--- src/rtl/regfile_sb.sv ---
// regfile_sb: integer register file with a pending-write scoreboard.
//   - NREAD combinational read ports, one clocked writeback port.
//   - A per-register busy bit is set when decode issues a writer and cleared on writeback.
//     Decode uses it to stall on RAW (rd_busy_o) and WAW (iss_ready_o) hazards.
//   - Register 0 always reads as zero and is never busy.
//   - Optional macro REGFILE_BYPASS_EN forwards same-cycle writeback data to the read ports.
//
// Issue handshake: an issue transfers in a cycle where both iss_valid_i and iss_ready_o
// are high. iss_ready_o depends only on the current busy state and the same-cycle
// writeback, never on iss_valid_i, so decode may look at it before it asserts valid.
module regfile_sb #(
  parameter int              XLEN     = 32,
  parameter int              NREGS    = 32,
  parameter int              NREAD    = 2,
  parameter int              SP_IDX   = 2,
  parameter logic [XLEN-1:0] SP_RESET = XLEN'('h7D7E0),
  parameter int              AW       = $clog2(NREGS)
) (
  input  logic                  clk,
  input  logic                  reset,
  input  logic [NREAD*AW-1:0]   rd_addr_i,
  output logic [NREAD*XLEN-1:0] rd_data_o,
  output logic [NREAD-1:0]      rd_busy_o,
  input  logic                  iss_valid_i,
  input  logic [AW-1:0]         iss_rd_i,
  output logic                  iss_ready_o,
  input  logic                  wb_valid_i,
  input  logic [AW-1:0]         wb_rd_i,
  input  logic [XLEN-1:0]       wb_data_i,
  output logic                  wb_err_o,
  output logic [AW:0]           busy_cnt_o
);

  logic [XLEN-1:0]  regs_q [NREGS];
  logic [NREGS-1:0] busy_q, busy_d;
  logic [AW:0]      busy_cnt_q, busy_cnt_d;
  logic             wb_err_q, wb_err_d;

  logic wb_en;      // writeback that actually lands (x0 dropped)
  logic iss_set;    // accepted issue that marks a register busy
  logic set_new;    // set that turns a clear bit into a busy bit
  logic clr_eff;    // clear that turns a busy bit into a clear bit

  // Issue acceptance and scoreboard next state; on a same-rd issue+writeback the set wins.
  always_comb begin
    wb_en       = wb_valid_i && (wb_rd_i != '0);
    iss_ready_o = !busy_q[iss_rd_i] || (iss_rd_i == '0) ||
                  (wb_valid_i && (wb_rd_i == iss_rd_i));
    iss_set     = iss_valid_i && iss_ready_o && (iss_rd_i != '0);
    set_new     = iss_set && !busy_q[iss_rd_i];
    clr_eff     = wb_en && busy_q[wb_rd_i] && !(iss_set && (iss_rd_i == wb_rd_i));

    busy_d = busy_q;
    if (wb_en)   busy_d[wb_rd_i]  = 1'b0;
    if (iss_set) busy_d[iss_rd_i] = 1'b1;

    // The counter follows the real number of busy bits, so it can never run past NREGS-1.
    busy_cnt_d = busy_cnt_q;
    if (set_new && !clr_eff)      busy_cnt_d = busy_cnt_q + 1'b1;
    else if (clr_eff && !set_new) busy_cnt_d = busy_cnt_q - 1'b1;

    wb_err_d = wb_err_q || (wb_en && !busy_q[wb_rd_i]);
  end

  // Register array: reset contents, then the writeback port (x0 never written).
  always_ff @(posedge clk or negedge reset) begin
    if (!reset) begin
      for (int i = 0; i < NREGS; i++) begin
        regs_q[i] <= (i == SP_IDX) ? SP_RESET : '0;
      end
    end else if (wb_en) begin
      regs_q[wb_rd_i] <= wb_data_i;
    end
  end

  // Scoreboard state: busy bits, busy count and the sticky writeback error.
  always_ff @(posedge clk or negedge reset) begin
    if (!reset) begin
      busy_q     <= '0;
      busy_cnt_q <= '0;
      wb_err_q   <= 1'b0;
    end else begin
      busy_q     <= busy_d;
      busy_cnt_q <= busy_cnt_d;
      wb_err_q   <= wb_err_d;
    end
  end

  assign wb_err_o   = wb_err_q;
  assign busy_cnt_o = busy_cnt_q;

  // Combinational read ports, with optional write-through forwarding.
  always_comb begin
    rd_data_o = '0;
    rd_busy_o = '0;
    for (int k = 0; k < NREAD; k++) begin
      if (rd_addr_i[k*AW +: AW] != '0) begin
        rd_data_o[k*XLEN +: XLEN] = regs_q[rd_addr_i[k*AW +: AW]];
        rd_busy_o[k]              = busy_q[rd_addr_i[k*AW +: AW]];
`ifdef REGFILE_BYPASS_EN
        if (wb_valid_i && (wb_rd_i == rd_addr_i[k*AW +: AW])) begin
          rd_data_o[k*XLEN +: XLEN] = wb_data_i;
          rd_busy_o[k]              = 1'b0;
        end
`else
`endif
      end
    end
  end

endmodule

--- config.mk ---
export PLATFORM = sky130hd
export DESIGN_NAME = regfile_sb
export DESIGN_NICKNAME = d
export VERILOG_FILES = /design/src/rtl/regfile_sb.sv
export SDC_FILE = /design/constraint.sdc
export NUM_CORES = 2
export LEC_CHECK = 0
export BUFFER_PORTS_ARGS = -buffer_cell sky130_fd_sc_hd__buf_2
export CAP_MARGIN = 10
export CORE_MARGIN = 10
export CORE_UTILIZATION = 30
export CTS_BUF_LIST = sky130_fd_sc_hd__clkbuf_8 sky130_fd_sc_hd__clkbuf_16
export CTS_CLUSTER_SIZE = 20
export DETAILED_ROUTE_END_ITERATION = 12
export PLACE_DENSITY = 0.44
export SYNTH_ARGS = -nofsm -noshare
export SYNTH_HDL_FRONTEND = slang
export SYNTH_SLANG_ARGS = --single-unit
--- constraint.sdc ---
create_clock -name clk -period 8.3 [get_ports clk]
set_input_delay 0.83 -clock clk [delete_from_list [all_inputs] [get_ports clk]]
set_output_delay 0.83 -clock clk [all_outputs]
set_load 0.03 [all_outputs]
==> results.py <==
metrics = {
    "setup_path": {
        "cp_max_fo": 65,
        "worstReg2RegEnd": "busy_cnt_o[5]",
        "critPathRequiredTime_ps": 7470,
        "crit_type": "in -> out",
        "worstSetupEndpointType": "primary output",
        "r2r_start": "busy_q[15]",
        "critPathArrivalTime_ps": 4030,
        "cp-start-kind": "input port",
        "reg2reg_depth": 13,
        "ff2ff_setup_slack_ps": 4620,
    },
    "floorplanning": {
        "initial_core_util_pct": 30.1,
        "num_rows": 160,
        "dieArea_um2": 208000,
        "ios": 130,
        "chipHeight_um": 456,
        "coreArea_um2": 190000,
        "fp.dieW_um": 456,
    },
    "detailed_routing": {
        "post_drt_via_cell_ratio": 5.46,
        "dr.pass1.iters": 5,
        "drtIter0Drc": 2012,
        "postRouteAntennaNets": 0,
        "route.vias.total": 33312,
        "wl_per_cell_um": 31.4,
        "wirelength_um": 192000,
        "drc": 0,
    },
    "synth": {
        "async_flop_share_pct": 100,
        "synth-edff-count": 0,
        "synth_compound_area_share_pct": 1.58,
        "synth_warnings": 0,
        "synth.distinct_cells": 57,
        "muxShareOfSynthArea_pct": 46.2,
        "synth_simple_gate_area_share_pct": 1.47,
        "syn_area_per_cell_um2": 16.0,
        "synth_area_um2": 57100,
        "ys_seq_area_share_pct": 46.6,
        "yosys_register_bits": 1063,
        "syn-num-nets": 3621,
        "syn_inst": 3559,
        "synth_adder_area_share_pct": 0.145,
        "synthXorXnorAreaFrac_pct": 0.153,
        "synth_top_flop_cell": "dfrtp_1",
        "synth_top_family_by_area": "multiplexers",
    },
    "timing": {
        "finalCritPeriodShare_pct": 58.5,
        "finalHoldViolations": 0,
        "grt_setup_unrepaired": "false",
        "layout_min_cycle_time_ps": 4860,
        "finClkSkew_ps": 8.30,
        "tightest_slew_ps": 1110,
        "maxSlewHeadroom_pct": 26.3,
        "tns_ps": 0,
        "timing.final.max_slew_violations": 0,
        "fmax_mhz": 206,
        "finalSetupViolations": 0,
    },
    "job": {
        "maxCapViolations": 0,
    },
    "clock_tree": {
        "path_clk_slew_ps": 50,
        "cts_buffers": 130,
        "cts_resized": 0,
        "postCtsSetupBuffers": 0,
        "ctsHtreeMaxLevel": 4,
        "max-clock-path-buffers": 3,
        "cts_tree": "done",
        "cts-root-buf": "clkbuf_16",
        "cts_hold_buf": 0,
        "clock_latency_ps": 760,
        "clock-sinks": 1063,
    },
    "min_path": {
        "hold_path_class": "in -> async",
    },
    "placed_design": {
        "dp_hpwl_um": 106000,
        "portBuffers": 129,
        "gp_congestion": 0.753,
        "dp_cells": 5860,
    },
    "power_and_ir_drop": {
        "vdd_drop_max_mv": 0.241,
        "p_leak_nw": 27.3,
        "power.density_nw_per_um2": 252,
    },
    "global_route": {
        "grt_start_max_net_pins": 159,
        "track_usage_pct": 18.2,
        "overflow": 0,
        "grt_pass1_wl_um": 277000,
        "grt_pass1_vias": 35367,
        "antenna_found_initial": 17,
    },
    "final_layout": {
        "multiInputGateArea_um2": 28500,
        "stdcell_count": 6098,
        "nets": 3543,
        "area_delta_synth_final_pct": 12.7,
        "final_layout_size_suffix_gt1_share_pct": 59.3,
        "seq_area_um2": 26600,
        "fillers": 18286,
    },
    "status": {
        "outcome": "completed",
    },
}
## Yosys cell counts (5+ instances only)
master,instances,area (um2)
buf_4,30,225
dfstp_2,12,315
inv_1,74,278
buf_6,16,180
o21ai_0,40,200
nand3_1,5,25.0
nand3b_1,6,45.0
ha_1,5,62.6
o21ai_2,6,52.6
mux2_2,993,11200
mux4_2,669,15100
dfrtp_1,1051,26300
nand2_1,116,435
o21ai_1,68,340
buf_1,28,105
nor2_1,20,75.1
clkbuf_1,211,792
mux2i_1,14,140
buf_2,120,601
xnor2_1,8,70.1
## routing by layer
layer / wire length (um) / track usage [%]
met1: 83900 / 24.1
met2: 97000 / 31.5
met3: 5870 / 2.26
met4: 4940 / 4.90
met5: 27 / 0
## how the worst max path moves through the flow
stage                    end          from  slack [ps]  cells after the start
6_report       rd_data_o[46]  rd_addr_i[5]        3440                      7
5_1_grt        rd_data_o[37]  rd_addr_i[5]        3210                      7
4_1_cts        rd_data_o[37]  rd_addr_i[5]        3350                      7
3_5_place_dp   rd_data_o[37]  rd_addr_i[5]        3350                      7
3_3_place_gp   rd_data_o[37]  rd_addr_i[5]        3340                      7
2_1_floorplan  busy_cnt_o[5]    wb_rd_i[0]        4450                     14
## registers in the layout (all words and copies together) (netlist names)
signal,cells
busy_q,32
busy_cnt_o,6
wb_err_o,1
regs_q,1024
## report_power, final
part / leakage (nW) / switching [mW] / internal (mW)
logic: 11.4 / 1.53 / 2.02
registers: 13.6 / 0.720 / 6.19
clock network: 2.28 / 2.30 / 3.46
total: 27.3 / 4.56 / 11.7
## metrics by stage
stage / setup slack, ps / cell area, um2 / util (%) / hold WS [ps] / power [mW]
floorplan: 4450 / 57100 / - / 441 / 9.44
global placement: 3340 / 60000 / 31.6 / 376 / 10.5
detailed placement: 3350 / 60000 / 31.6 / 383 / 10.6
CTS: 3350 / 64400 / 33.9 / 20.8 / 16.5
global route: 3210 / 64400 / 33.9 / 49.5 / 17.0
finish: 3440 / 64400 / 33.9 / 27.1 / 16.2
## layout make-up
class | instances | area share (%)
inverter | 74 | 0.432
timing repair buffer | 195 | 2.22
antenna | 5 | 0.0194
tap | 2511 | 4.88
clock inverter | 64 | 0.694
multi-input combinational | 2017 | 44.4
sequential | 1063 | 41.4
clock buffer | 169 | 6.05
## placed cells by master, fill, tap and decap left out, types with 30 or more instances in the layout
cell,netlist,final
buf_2,120,119
clkbuf_8,0,30
o21ai_1,68,68
clkbuf_16,0,139
dfrtp_1,1051,1051
inv_1,74,109
mux2_2,993,993
mux4_2,669,669
o21ai_0,40,40
nand2_1,116,97
buf_4,30,50
## kinds of logic (layout without fill, tap and decap cells)
kind of cell    after synthesis  count (layout)
compound gates              145             145
xor+xnor                     10              10
fa+ha+maj                     6               6
buf+inv                     479             502
flops                      1063            1063
mux                        1676            1676
other cells                   0               5
simple gates                180             180
## worst max-delay path, cell delays in order
cell     delay (ps)
buf_8           540
buf_4           650
mux4_2          590
mux4_2          460
nand2_1          70
o21ai_1         330
buf_2           350
No activity file was read; power rests on OpenSTA's default activity.
